`src/rtl/count_pkg.sv`:
```
// count_pkg: shared widths, snapshot type and clog2 helper for the snapshot FIFO
package count_pkg;
  localparam int CW_DEFAULT = 4;
  localparam int EW_DEFAULT = 4;
  localparam int DEPTH_DEFAULT = 4;
  localparam int SW_DEFAULT = EW_DEFAULT + CW_DEFAULT;
  typedef logic [SW_DEFAULT-1:0] snap_t;
  function automatic int clog2(input int v);
    int r;
    r = 0;
    for (int i = 0; i < 32; i++) if ((1 << r) < v) r++;
    return r;
  endfunction
endpackage

```
`src/rtl/count_snapshot_fifo_if.sv`:
```
// count_snapshot_fifo_if: counter input, capture controls and snapshot output stream
interface count_snapshot_fifo_if #(
  parameter int CW = count_pkg::CW_DEFAULT,
  parameter int EW = count_pkg::EW_DEFAULT,
  parameter int DEPTH = count_pkg::DEPTH_DEFAULT
);
  localparam int LW = count_pkg::clog2(DEPTH) + 1;
  logic [CW-1:0] count_in;
  logic capture;
  logic clear_ovf;
  logic out_ready;
  logic out_valid;
  logic [EW+CW-1:0] out_data;
  logic wrap_pulse;
  logic [LW-1:0] level;
  logic full;
  logic overflow;
  modport master (
    output count_in, capture, clear_ovf, out_ready,
    input out_valid, out_data, wrap_pulse, level, full, overflow
  );
  modport slave (
    input count_in, capture, clear_ovf, out_ready,
    output out_valid, out_data, wrap_pulse, level, full, overflow
  );
endinterface

```
`src/rtl/sync_fifo.sv`:
```
// sync_fifo: register-array FIFO with first-word fall-through read and level count
module sync_fifo
  import count_pkg::*;
#(
  parameter int WIDTH = 8,
  parameter int DEPTH = 4,
  localparam int AW = clog2(DEPTH)
) (
  input  logic             clk,
  input  logic             rst,
  input  logic             push,
  input  logic             pop,
  input  logic [WIDTH-1:0] wdata,
  output logic [WIDTH-1:0] rdata,
  output logic [AW:0]      level,
  output logic             full,
  output logic             empty
);
  logic [WIDTH-1:0] mem_q [DEPTH];
  logic [AW-1:0] wr_ptr_q, wr_ptr_d, rd_ptr_q, rd_ptr_d;
  logic [AW:0] level_q, level_d;
  logic push_i, pop_i;
  always_comb begin
    pop_i = pop && !empty;
    push_i = push && (!full || pop_i);
    wr_ptr_d = wr_ptr_q + AW'(push_i);
    rd_ptr_d = rd_ptr_q + AW'(pop_i);
    level_d = level_q + (AW+1)'(push_i) - (AW+1)'(pop_i);
  end
  always_ff @(posedge clk) begin
    if (rst) begin
      wr_ptr_q <= '0;
      rd_ptr_q <= '0;
      level_q <= '0;
    end else begin
      wr_ptr_q <= wr_ptr_d;
      rd_ptr_q <= rd_ptr_d;
      level_q <= level_d;
    end
  end
  always_ff @(posedge clk) if (push_i) mem_q[wr_ptr_q] <= wdata;
  assign rdata = mem_q[rd_ptr_q];
  assign level = level_q;
  assign full = level_q == (AW+1)'(DEPTH);
  assign empty = level_q == '0;
endmodule

```
`src/rtl/count_snapshot_fifo.sv`:
```
// count_snapshot_fifo: wrap detector, epoch counter and sticky overflow in front of a snapshot FIFO
module count_snapshot_fifo
  import count_pkg::*;
#(
  parameter int CW = CW_DEFAULT,
  parameter int EW = EW_DEFAULT,
  parameter int DEPTH = DEPTH_DEFAULT
) (
  input logic clk,
  input logic rst,
  count_snapshot_fifo_if.slave bus
);
  logic [CW-1:0] prev_count_q, prev_count_d;
  logic prev_vld_q, prev_vld_d;
  logic [EW-1:0] epoch_q, epoch_d;
  logic wrap_pulse_q, wrap_pulse_d;
  logic overflow_q, overflow_d;
  logic wrap, pop, push, drop, empty;
  always_comb begin
    wrap = prev_vld_q && (&prev_count_q) && bus.count_in == '0;
    prev_count_d = bus.count_in;
    prev_vld_d = 1'b1;
    epoch_d = epoch_q + EW'(wrap);
    wrap_pulse_d = wrap;
    pop = bus.out_valid && bus.out_ready;
    push = bus.capture && (!bus.full || pop);
    drop = bus.capture && bus.full && !pop;
    overflow_d = drop || (overflow_q && !bus.clear_ovf);
  end
  always_ff @(posedge clk) begin
    if (rst) begin
      prev_count_q <= '0;
      prev_vld_q <= 1'b0;
      epoch_q <= '0;
      wrap_pulse_q <= 1'b0;
      overflow_q <= 1'b0;
    end else begin
      prev_count_q <= prev_count_d;
      prev_vld_q <= prev_vld_d;
      epoch_q <= epoch_d;
      wrap_pulse_q <= wrap_pulse_d;
      overflow_q <= overflow_d;
    end
  end
  // snapshot carries the post-wrap epoch so a capture on the wrap cycle reads {new_epoch, 0}
  sync_fifo #(.WIDTH(EW+CW), .DEPTH(DEPTH)) u_fifo (
    .clk(clk),
    .rst(rst),
    .push(push),
    .pop(pop),
    .wdata({epoch_d, bus.count_in}),
    .rdata(bus.out_data),
    .level(bus.level),
    .full(bus.full),
    .empty(empty)
  );
  assign bus.out_valid = !empty;
  assign bus.wrap_pulse = wrap_pulse_q;
  assign bus.overflow = overflow_q;
endmodule

```
`src/flat_wrapper.sv`:
```
// flat-port wrapper written by rule: the top's interface ports become plain ports
module count_snapshot_fifo_flat import count_pkg::*;
#(
  parameter int CW = CW_DEFAULT,
  parameter int EW = EW_DEFAULT,
  parameter int DEPTH = DEPTH_DEFAULT
)
  (clk, rst, bus_count_in, bus_capture, bus_clear_ovf, bus_out_ready, bus_out_valid, bus_out_data, bus_wrap_pulse, bus_level, bus_full, bus_overflow);
  count_snapshot_fifo_if #(.CW(CW), .EW(EW), .DEPTH(DEPTH)) bus_i ();
  input logic clk;
  input logic rst;
  input wire logic [$bits(bus_i.count_in)-1:0] bus_count_in;
  input wire logic [$bits(bus_i.capture)-1:0] bus_capture;
  input wire logic [$bits(bus_i.clear_ovf)-1:0] bus_clear_ovf;
  input wire logic [$bits(bus_i.out_ready)-1:0] bus_out_ready;
  output wire logic [$bits(bus_i.out_valid)-1:0] bus_out_valid;
  output wire logic [$bits(bus_i.out_data)-1:0] bus_out_data;
  output wire logic [$bits(bus_i.wrap_pulse)-1:0] bus_wrap_pulse;
  output wire logic [$bits(bus_i.level)-1:0] bus_level;
  output wire logic [$bits(bus_i.full)-1:0] bus_full;
  output wire logic [$bits(bus_i.overflow)-1:0] bus_overflow;
  assign bus_i.count_in = bus_count_in;
  assign bus_i.capture = bus_capture;
  assign bus_i.clear_ovf = bus_clear_ovf;
  assign bus_i.out_ready = bus_out_ready;
  assign bus_out_valid = bus_i.out_valid;
  assign bus_out_data = bus_i.out_data;
  assign bus_wrap_pulse = bus_i.wrap_pulse;
  assign bus_level = bus_i.level;
  assign bus_full = bus_i.full;
  assign bus_overflow = bus_i.overflow;
  count_snapshot_fifo #(.CW(CW), .EW(EW), .DEPTH(DEPTH)) u_core (.clk(clk), .rst(rst), .bus(bus_i));
endmodule
```
`config.mk`:
```
export PLATFORM = sky130hd
export DESIGN_NAME = count_snapshot_fifo_flat
export DESIGN_NICKNAME = d
export VERILOG_FILES = /design/src/rtl/count_pkg.sv /design/src/rtl/count_snapshot_fifo_if.sv /design/src/rtl/sync_fifo.sv /design/src/rtl/count_snapshot_fifo.sv /design/src/flat_wrapper.sv
export SDC_FILE = /design/constraint.sdc
export NUM_CORES = 1
export LEC_CHECK = 0
export CORE_MARGIN = 2
export CORE_UTILIZATION = 49
export CTS_CLUSTER_SIZE = 14
export DETAILED_ROUTE_END_ITERATION = 10
export PLACE_DENSITY_LB_ADDON = 0.12
export SLEW_MARGIN = 20
export SYNTH_ARGS = -nofsm -noshare
export SYNTH_HDL_FRONTEND = slang
export SYNTH_SLANG_ARGS = --single-unit
```
`constraint.sdc`:
```
create_clock -name clk -period 1.88 [get_ports clk]
set_input_delay 0.188 -clock clk [delete_from_list [all_inputs] [get_ports clk]]
set_output_delay 0.188 -clock clk [all_outputs]
set_load 0.005 [all_outputs]
```
**Word level (Yosys, flattened, before mapping)**

Memories as Yosys holds them, arrays and structs flattened. A register that Yosys moved wholly into a read port is not among the register bits.
Index checks and enable logic that the tools add are counted.

- Add/sub/neg operators: 5
- Muxes and demuxes: 4
- Reductions and logical operators: 19
- Equal/unequal tests: 1

Operator list:

| cell | count |
|---|---|
| $logic_and 1x1->1 | 9 |
| $add 2x1->2 | 2 |
| $add 4x1->4 | 1 |
| $logic_not 1->1 | 4 |
| $logic_not 4->1 | 1 |
| $reduce_and 4->1 | 1 |
| $add 3x1->3 | 1 |
| $eq 3x3->1 const B | 1 |
| $logic_not 3->1 | 1 |
| $logic_or 1x1->1 | 3 |
| $mux 1 | 3 |
| $sub 3x1->3 | 1 |
| $mux 2 | 1 |

- Input port bits: 9
- Logic and storage cells: 38
- Memories kept: 1
- Bits in writable memories: 32
- Register bits: 18
- Output and inout port bits: 15

Memory list:

| name | words | bits a word | read ports | clocked after Yosys merged registers in | wr ports | RTL line | text |
|---|---|---|---|---|---|---|---|
| u_core.u_fifo.mem_q | 4 | 8 | 1 | 1 | 1 | sync_fifo.sv:19 | `logic [WIDTH-1:0] mem_q [DEPTH];` |

**Depth between registers and ports, before layout**

Gate-level depths: netlist of the first run.

- Word-level depth: 8
- Mapped depth: 8
- Gate-level depth less buffers: 8

**Modules after synthesis**

From an unflattened synthesis of the first run, not the netlist that was laid out.

- Cell total of the unflattened synthesis: 117
- Area total of the unflattened synthesis: 1916.8 um^2

By module, submodules not included:

| module | instances | cells each | area an instance (um^2) | seq. area each (um^2) |
|---|---|---|---|---|
| sync_fifo | 1 | 80 | 1521.5 | 1101.1 |
| count_snapshot_fifo | 1 | 37 | 395.4 | 220.2 |

**Worst setup path before layout of the first run**

No wires, ideal clock.

- Path type: flip-flop to flip-flop
- From: register u_core.u_fifo.level_q[1], in the netlist u_core.u_fifo.level[1]
- To: register u_core.u_fifo.level_q[2], in the netlist u_core.u_fifo.level[2]
- Path buffers: 0
- Slack: -0.230 ns
- Clock period less this slack: 2.110 ns
- Library setup time: 0.119 ns
- Arrival: 1.991 ns
- Cell stages (with the launch flop): 9
- Data required time: 1.761 ns
- Path through: dfxtp_1 -> or3_1 -> and2_1 -> ha_1 -> inv_1 -> ha_1 -> fa_1 -> xor3_1 -> nor2_1

- Longest elaborated chain between the ends: 8
- Elaborated cells on any way between the ends: 12
- Those cells by class: 2 x add/sub; 1 x eq/ne; 9 x reduce/logical

RTL lines:

| element | RTL line | text |
|---|---|---|
| start: declaration | sync_fifo.sv:21 | `logic [AW:0] level_q, level_d;` |
| start signal: assignment | sync_fifo.sv:38 | `level_q <= level_d;` |
| $logic_not 3->1 (*) | sync_fifo.sv:45 | `assign empty = level_q == '0;` |
| $logic_not 1->1 (*) | count_snapshot_fifo.sv:57 | `assign bus.out_valid = !empty;` |
| net bus_out_valid | flat_wrapper.sv:16 | `output wire logic [$bits(bus_i.out_valid)-1:0] bus_out_valid;` |
| $logic_and 1x1->1 | count_snapshot_fifo.sv:25 | `pop = bus.out_valid && bus.out_ready;` |
| $logic_or 1x1->1 or $logic_and 1x1->1 (tied branches) | count_snapshot_fifo.sv:26, sync_fifo.sv:24 |  |
| $logic_and 1x1->1 or $logic_or 1x1->1 (tied branches) | count_snapshot_fifo.sv:26, sync_fifo.sv:25 |  |
| $logic_and 1x1->1 | sync_fifo.sv:25 | `push_i = push && (!full \|\| pop_i);` |
| $add 3x1->3 | sync_fifo.sv:28 | `level_d = level_q + (AW+1)'(push_i) - (AW+1)'(pop_i);` |
| $sub 3x1->3 (*) | sync_fifo.sv:28 |  |

The timed path passes the listed nets; every way through them passes the cells marked *.
A chain may end at the register's enable or synchronous reset.

**Final worst setup path of the first run**

- From: register u_core.u_fifo.level_q[0], in the netlist u_core.u_fifo.level[0]
- To: register u_core.u_fifo.level_q[1], in the netlist u_core.u_fifo.level[1]

- Longest elaborated chain between the ends: 8
- Elaborated cells on any way between the ends: 12
- Those cells by class: 2 x add/sub; 1 x eq/ne; 9 x reduce/logical

RTL lines:

| element | RTL line |
|---|---|
| $logic_not 3->1 | sync_fifo.sv:45 |
| $logic_not 1->1 | sync_fifo.sv:24, count_snapshot_fifo.sv:57 |
| $logic_and 1x1->1 | count_snapshot_fifo.sv:25 |
| $logic_or 1x1->1 or $logic_and 1x1->1 (tied branches) | count_snapshot_fifo.sv:26, sync_fifo.sv:24 |
| $logic_and 1x1->1 or $logic_or 1x1->1 (tied branches) | count_snapshot_fifo.sv:26, sync_fifo.sv:25 |
| $logic_and 1x1->1 | sync_fifo.sv:25 |
| $add 3x1->3 | sync_fifo.sv:28 |
| $sub 3x1->3 (*) | sync_fifo.sv:28 |
| net u_core.u_fifo.level_d[1] | sync_fifo.sv:21 |

Marked as above.

==> impl_metrics.ini, run 1 <==
[synthesis]
synth-seq-cells = 50
ys_types = 27
syn_avg_cell_area_um2 = 17.4
netlist_area_um2 = 1950
synth_ff_type = edfxtp_1
async_reset_ff_share_pct = 0
ys_warn_count = 0
yosysTopAreaCell = edfxtp_1
ys_seq_area_share_pct = 67.8
synth_edf_count = 32
synth.area.top_cells = edfxtp_1 (49%), dfxtp_1 (18%), mux4_2 (9.2%)
netlist_instances = 112
synth_top_area_share_pct = 49.3
synth_nets = 128

[clock_network]
cts_buffers = 5
h-tree-depth = 2
cts.sinks = 50
cts_hold_buf = 0
cts_tree = done
clkSlewWorstSetupHoldPaths_ps = 90
clock_path_buffers = 2
cts-root-buf = clkbuf_8
clock_latency_ps = 300

[grt]
antenna_found_initial = 0
met3_usage_pct = 4.73
overflow = 0
grt_usage_pct = 18.3
grt_pass1_wl_um = 5650
grt_max_degree = 16
gr-max-usage-layer = met2
grt.met1_usage_pct = 18.8
grt_pass1_vias = 1180
grt_use_met2_pct = 34.9

[flow_run]
maxCapViolations = 0

[finish]
diodes = 0
fin_nets = 179
instances_no_fill = 212
layout-drive-gt1-share_pct = 37.8
syn2layout_area_growth_pct = 36.3
final_area_um2 = 2660

[placement]
placement.io_buffers = 23
placedCellCount = 201
place_congestion = 0.717
place_area_um2 = 2450
dpl.hpwl_um = 2530
dp_slack_ps = -417

[setup_path]
cp_slowest_cell = fa_2
worstPathCellList = or3_4 > and2_4 > ha_4 > inv_2 > ha_4 > fa_2 > nor2b_4
cp_slowest_stage_delay_ps = 510
critPathArrivalTime_ps = 2250
worstSetupPathType = flop to flop
required_ps = 2120
crit_fanout = 2
cp-start-kind = flop
end_kind = flop
crit_top_cell = ha_4

[die]
die_width_um = 67.1
die_h_um = 67.1
ios = 24
rows = 22
coreArea_um2 = 3740
initial_core_util_pct = 52.1
dieArea_um2 = 4500

[timing]
fmax_mhz = 497
setup_ws_ps = -132
hold_violations = 0
finClkSkew_ps = 5.48
tightest_slew_ps = 338
min_period_ps = 2010
fin_hold_ws_ps = 336
relSlewSlack_pct = 77.1
post-route-period-util_pct = 107
slew_violations = 0
setup_viol = 2
rsz0062_at_grt = true

[pwr]
p_leak_uw = 0.000989
vdd_drop_max_v = 0.000825
p_per_area_nw_per_um2 = 1160

[route]
drc = 0
vias = 1090
drt_iter0_markers = 32
routed_via_density = 5.14
post_drt_wl_per_cell_um = 16.6
finalWirelength_um = 3510
drtPass1Iterations = 4
postRouteAntennaNets = 0

[worst_hold_path]
hp-class = primary input to flop

[run_status]
violations = setup timing
status = finished, violations left
critical path: cells and delay by family (launching register included):
kind	cells	cell delay, ps
buffers and inverters	1	30
and+or+nand+nor	3	680
adders and majority gates	3	900
DFF	1	330
routing by layer:
metal	routed length, µm	vias to the layer above
li1	-	519
met1	1390	545
met2	1920	21
met3	136	5
met4	56	0
met5	0	-
cells by family (layout without fill, tap and decap cells):
logic type | Yosys count | after routing | share of synthesized area (%)
flip-flops | 50 | 50 | 67.8
XOR/XNOR | 5 | 5 | 3.02
multiplexers | 9 | 9 | 9.82
adder cells (fa/ha/maj) | 7 | 7 | 4.88
buffers and inverters | 7 | 59 | 1.54
AO/OA/AOI/OAI | 1 | 1 | 0.449
AND/OR/NAND/NOR | 33 | 33 | 12.5
through the flow:
step	total power (µW)	TNS, ps	util, %
after floorplan	1840	-482	-
after detailed placement	2350	-6700	65.4
after global routing	3230	-332	71.0
after CTS	3080	-305	69.1
final	3070	-250	71.0
after global placement	2310	-5240	65.4
power breakdown:
group	switching (µW)	total, µW	internal (µW)
clock network	330	727	397
logic	359	1000	646
registers	52.5	1340	1280
total	742	3070	2330
state kept, by name (all words and copies together) (netlist names):
name and flops:
u_core.u_fifo.mem_q 32, u_core.epoch_q 4, u_core.prev_count_q 4, u_core.u_fifo.level 3, u_core.u_fifo.rd_ptr_q 2, u_core.u_fifo.wr_ptr_q 2, u_core.bus.overflow 1, u_core.bus.wrap_pulse 1
u_core.prev_vld_q 1
final cells by class:
class	instances	area, µm²
Tap cell	48	60.1
Clock inverter	2	37.5
Inverter	4	15.0
Sequential cell	50	1330
Multi-Input combinational cell	55	712
Fill cell	266	1090
Timing Repair Buffer	47	432
Clock buffer	6	72.6
synth_stat cells, drive strengths merged (2+ instances only):
cell type	count
nor2	4
buf	3
nor3b	2
nor4b	2
and2	2
nor2b	12
edfxtp	32
nand3	2
dfxtp	18
ha	6
inv	4
xnor2	3
mux4	8
nor4bb	2
path summary, 6_finish.rpt:
check	startpoint	to	slack, ps	cells past startpoint
worst max-delay path	u_core.u_fifo.level[0]$_SDFF_PP0_	u_core.u_fifo.level[1]$_SDFF_PP0_	-130	7
worst min-delay path	bus_count_in[3]	u_core.u_fifo.mem_q[3][3]$_DFFE_PP_	340	1
worst max register to register	u_core.u_fifo.level[0]$_SDFF_PP0_	u_core.u_fifo.level[1]$_SDFF_PP0_	-130	7
worst min register to register	u_core.prev_count_q[2]$_SDFF_PP0_	u_core.bus.wrap_pulse$_SDFF_PP0_	560	2
repair_timing:
action / in CTS / in global routing
hold endpoints to repair: 0 / 0
gates resized for setup: 14 / 11
setup buffers: 2 / 1
pin swaps: 1 / 5
setup endpoints to repair: 23 / 11
cells in the final DEF, fill, tap and decap left out, types with 2 or more instances in the layout:
cell | Yosys | layout
buf_6 | 0 | 2
edfxtp_1 | 32 | 32
clkdlybuf4s50_1 | 0 | 14
nor2_1 | 4 | 4
ha_4 | 0 | 3
xnor2_1 | 3 | 2
mux4_2 | 8 | 8
nor4bb_1 | 2 | 2
dfxtp_2 | 0 | 2
dlygate4sd2_1 | 0 | 9
nor3b_1 | 2 | 2
dfxtp_1 | 18 | 15
nor2b_1 | 12 | 11
buf_4 | 0 | 20
ha_1 | 6 | 2
clkbuf_8 | 0 | 5
inv_1 | 4 | 3
buf_12 | 0 | 2
Note: power is estimated with default switching activity, not from simulation.
==> run 2: changes to the inputs <==
Settings changed: CTS_CLUSTER_SIZE 14 to default, TNS_END_PERCENT from default to 1.
==> impl_metrics.ini, run 2 (synthesis results as in run 1) <==
[clock_network]
clock_path_buffers = 2
h-tree-depth = 2
cts_tree = done
clkSlewWorstSetupHoldPaths_ps = 90
cts_buffers = 5
cts_hold_buf = 0
clock_latency_ps = 300
cts-root-buf = clkbuf_8
cts.sinks = 50

[pwr]
vdd_drop_max_v = 0.000804
power_uw = 3100
p_per_area_nw_per_um2 = 1210
p_leak_uw = 0.000961

[die]
ios = 24
die_width_um = 67.1
initial_core_util_pct = 52.1
die_h_um = 67.1
coreArea_um2 = 3740
dieArea_um2 = 4500
rows = 22

[route]
vias = 1059
finalWirelength_um = 3130
post_drt_wl_per_cell_um = 15.2
drc = 0
routed_via_density = 5.14
drtPass1Iterations = 4
postRouteAntennaNets = 0
drt_iter0_markers = 26

[finish]
reg_top3 = u_core.u_fifo.mem_q x32, u_core.epoch_q x4, u_core.prev_count_q x4
largest_reg_flops = 32
fin_nets = 173
syn2layout_area_growth_pct = 31.7
seqCellArea_um2 = 1330
layout-drive-gt1-share_pct = 33.5
n_fill_cell = 274
final_cell_mix = edfxtp_1 (32), buf_4 (17), dfxtp_1 (14)
top_register = u_core.u_fifo.mem_q
instances_no_fill = 206
layout_commonest_cell = edfxtp_1
diodes = 0
multi_input_area_um2 = 663

[grt]
grt_pass1_vias = 1075
antenna_found_initial = 0
grt_pass1_wl_um = 5150
overflow = 0
grt_usage_pct = 16.5
grt_max_degree = 17

[placement]
place_congestion = 0.729
placedCellCount = 198
placement.io_buffers = 23
dpl.hpwl_um = 2250
dp_slack_ps = -475

[setup_path]
worstSetupPathType = flop to flop
critPathArrivalTime_ps = 2240
end_kind = flop
cp-start-kind = flop
crit_fanout = 2
required_ps = 2120

[timing]
hold_violations = 0
fmax_mhz = 498
setup_ws_ps = -129
slew_violations = 0
setup_viol = 2
fin_hold_ws_ps = 329
finClkSkew_ps = 8.80
rsz0062_at_grt = true
tns_ps = -214
post-route-period-util_pct = 107
relSlewSlack_pct = 73.8
tightest_slew_ps = 387
min_period_ps = 2010

[run_status]
violations = setup timing
status = finished, violations left

[worst_hold_path]
hp-class = primary input to flop

[flow_run]
maxCapViolations = 0
==> run 2: cell count changes in the layout (fill, tap and decap cells not counted), sizes merged <==
cell / before / now
buf: 24 / 18
bufinv: 1 / 2
clkbuf: 6 / 5
clkdlybuf4s50: 14 / 13
clkinv: 0 / 1
clkinvlp: 1 / 0
dlygate4sd2: 9 / 10
==> run 2: metrics by stage <==
stage	area (µm²)	utilization, %
4_1_cts	2540	67.9
3_5_place_dp	2380	63.6
3_3_place_gp	2380	63.6
5_1_grt	2570	68.6
6_report	2570	68.6
2_1_floorplan	1960	-
==> run 2: what timing repair did <==
action / in CTS / in global routing
pin swaps: 0 / 3
setup buffers: 0 / 0
gates resized for setup: 17 / 6
endpoints found under the setup margin: 25 / 11
hold endpoints to repair: 0 / 0
==> run 2: worst max-delay path, cell delays in order, from the launching register on <==
cell     delay, ps
dfxtp_2        330
or3_4          380
and2_4         180
ha_4           250
inv_2           30
ha_4           140
fa_2           510
nor2b_4        120
==> run 2: power by group <==
part	internal (µW)	switching, µW	leakage, µW	total (µW)
clock	532	336	0.0000683	869
sequential	1280	60.0	0.000447	1340
combinational	572	318	0.000446	891
==> run 2: final timing paths <==
kind | from | slack [ps] | depth (start not counted) | end
setup / recovery | u_core.u_fifo.level[0]$_SDFF_PP0_ | -130 | 7 | u_core.u_fifo.level[1]$_SDFF_PP0_
hold / removal | bus_count_in[1] | 330 | 1 | u_core.u_fifo.mem_q[1][1]$_DFFE_PP_
setup reg to reg | u_core.u_fifo.level[0]$_SDFF_PP0_ | -130 | 7 | u_core.u_fifo.level[1]$_SDFF_PP0_
hold reg to reg | u_core.prev_count_q[2]$_SDFF_PP0_ | 520 | 2 | u_core.bus.wrap_pulse$_SDFF_PP0_
==> run 2: final cells by class <==
cell class	count	share of cell area [%]
flip-flops and latches	50	51.7
multi-input cells	55	25.8
repair buffers	41	14.2
clock buffers	5	2.68
clock inverters	3	2.68
well taps	48	2.34
inverters	4	0.585
==> run 2: per-layer routing <==
metal  vias up  routed length (µm)  GRT usage, %
li1        510                   -             -
met1       524                1350          19.0
met2        20                1610          28.0
met3         5                 112          4.90
met4         0                  57          7.65
met5         -                   0             0
==> run 3: changes to the inputs <==
Settings changed: ABC_AREA from default to 1, SKIP_LAST_GASP from default to 1.
==> impl_metrics.ini, run 3 <==
[finish]
top_register = u_core.u_fifo.mem_q
fin_nets = 237
layout_commonest_cell = nor2_1
n_fill_cell = 299
largest_reg_flops = 32
reg_top3 = u_core.u_fifo.mem_q x32, u_core.epoch_q x4, u_core.prev_count_q x4
layout-drive-gt1-share_pct = 19.8
final_cell_mix = nor2_1 (34), edfxtp_1 (32), inv_1 (23)
syn2layout_area_growth_pct = 26.7
instances_no_fill = 272
diodes = 0

[grt]
grt_pass1_wl_um = 5690
grt_max_degree = 17
grt_usage_pct = 17.4
antenna_found_initial = 0
overflow = 0
grt_pass1_vias = 1253

[route]
drtPass1Iterations = 4
post_drt_wl_per_cell_um = 13.4
routed_via_density = 4.87
vias = 1324
postRouteAntennaNets = 0
finalWirelength_um = 3650
drc = 0
drt_iter0_markers = 64

[timing]
tightest_slew_ps = 392
post-route-period-util_pct = 99.6
hold_violations = 0
setup_viol = 0
tns_ps = 0
relSlewSlack_pct = 73.8
fin_hold_ws_ps = 475
min_period_ps = 1870
rsz0062_at_grt = true
finClkSkew_ps = 6.37
setup_ws_ps = 7.75
slew_violations = 0
fmax_mhz = 534

[die]
rows = 23
ios = 24
die_h_um = 67.5
die_width_um = 67.5
dieArea_um2 = 4560
coreArea_um2 = 3940
initial_core_util_pct = 50.2

[run_status]
status = completed

[setup_path]
end_kind = primary output
crit_end = bus_out_data[4]
cp-start-kind = flop
r2r_end = u_core.u_fifo.level[1]$_SDFF_PP0_
worstSetupPathType = flop to primary output
critPathArrivalTime_ps = 1680
timing.rr.start = u_core.u_fifo.level[1]$_SDFF_PP0_
crit_fanout = 10
reg2reg_depth = 11
r2r_setup_slack_ps = 30
worstSetupStartpoint = u_core.u_fifo.rd_ptr_q[1]$_SDFF_PP0_
required_ps = 1690

[synthesis]
netlist_instances = 179
synth_nets = 195
synthMuxAreaShare_pct = 0
synth_xor_area_share_pct = 1.33
synth_top_family_by_area = simple AND/OR/NAND/NOR gates
synthAdderAreaFrac_pct = 4.81
synthSimpleGateAreaFrac_pct = 12.3
synth.area.top_cells = edfxtp_1 (49%), dfxtp_1 (18%), nor2_1 (6.8%)
ys_types = 23
yosysTopAreaCell = edfxtp_1
synth-compound-area-share_pct = 7.97
synth_ff_type = edfxtp_1
ys_warn_count = 0
synth_edf_count = 32
synth_most_common_cell = nor2_1
synth-seq-cells = 50
syn_avg_cell_area_um2 = 11.1
ys_seq_area_share_pct = 66.8
synth_common_cells = nor2_1 (36), edfxtp_1 (32), inv_1 (25)
synth_top_area_share_pct = 48.6
async_reset_ff_share_pct = 0
netlist_area_um2 = 1980

[placement]
dp_slack_ps = -154
place_congestion = 0.733
placement.io_buffers = 23
dpl.hpwl_um = 2560
placedCellCount = 264

[flow_run]
maxCapViolations = 0

[clock_network]
clock_latency_ps = 290
cts_hold_buf = 0
cts.sinks = 50
cts_setup_buffers = 0
clock_path_buffers = 2
cts_tree = done
h-tree-depth = 2
clkSlewWorstSetupHoldPaths_ps = 80
cts_buffers = 5
cts-root-buf = clkbuf_8

[pwr]
vdd_drop_max_v = 0.000743
p_per_area_nw_per_um2 = 1240
power_uw = 3100
p_leak_uw = 0.00102

[worst_hold_path]
hp-class = flop to flop
run 3: cell types whose count changed after synthesis, sizes merged, moves of 2 or more:
cell | previous run | this run
and2 | 2 | 0
inv | 4 | 26
nor3b | 2 | 0
o21ai | 0 | 16
nand2 | 1 | 16
buf | 3 | 5
nor4bb | 2 | 0
nor2 | 4 | 38
a21oi | 0 | 4
nor4b | 2 | 0
mux4 | 8 | 0
nor2b | 12 | 0
o22ai | 0 | 8
run 3: cell type report:
cell class	count	area, µm²	share of cell area [%]
Clock buffer	5	68.8	2.75
Clock inverter	3	40.0	1.60
Inverter	26	100	3.99
Multi-Input combinational cell	98	547	21.8
Sequential cell	50	1330	53.0
Tap cell	50	62.6	2.50
Timing Repair Buffer	40	360	14.4
run 3: where the power goes:
| group | switching (µW) | leakage [µW] | internal, µW |
|---|---|---|---|
| sequential | 102 | 0.000448 | 1290 |
| combinational | 469 | 0.000519 | 531 |
| clock | 321 | 0.0000579 | 391 |
| total | 892 | 0.00102 | 2210 |
run 3: worst min path at each step:
stage / from / end / depth (start not counted)
final: u_core.bus.overflow$_SDFF_PP0_ / u_core.bus.overflow$_SDFF_PP0_ / 2
after global routing: u_core.bus.overflow$_SDFF_PP0_ / u_core.bus.overflow$_SDFF_PP0_ / 2
after CTS: bus_count_in[1] / u_core.prev_count_q[1]$_SDFF_PP0_ / 3
after detailed placement: u_core.bus.overflow$_SDFF_PP0_ / u_core.bus.overflow$_SDFF_PP0_ / 2
after global placement: u_core.bus.overflow$_SDFF_PP0_ / u_core.bus.overflow$_SDFF_PP0_ / 2
after floorplan: bus_count_in[0] / u_core.u_fifo.mem_q[0][0]$_DFFE_PP_ / 0
run 3: what timing repair did:
action | 4_1_cts | 5_1_grt
gates cloned | 0 | 0
endpoints found under the hold margin | 0 | 0
resized for setup | 4 | 12
setup endpoints to repair | 10 | 9
pin swaps | 0 | 1
run 3: layer usage:
metal | track usage [%] | share of wire, % | up-vias
li1 | - | - | 672
met1 | 21.4 | 44 | 623
met2 | 30.6 | 52 | 24
met3 | 4.00 | 3.0 | 5
met4 | 4.59 | 1.1 | 0
met5 | 0 | 0 | -
run 3: critical path, stage by stage (launching register included):
cell	delay [ps]
dfxtp_2	400
inv_2	180
o21ai_0	110
o22ai_1	170
clkdlybuf4s50_1	530
run 3: cells by family (layout without fill, tap and decap cells):
| kind of cell | after synthesis | in the layout |
|---|---|---|
| XOR/XNOR | 3 | 3 |
| flip-flops | 50 | 50 |
| AO/OA/AOI/OAI | 28 | 28 |
| buffers and inverters | 31 | 74 |
| adder cells (fa/ha/maj) | 7 | 7 |
| AND/OR/NAND/NOR | 60 | 60 |
run 3: through the flow:
step	area, µm²	utilization [%]
global route	2510	63.6
finish	2510	63.6
floorplan	1980	-
detailed placement	2360	59.9
global placement	2360	59.9
CTS	2470	62.8
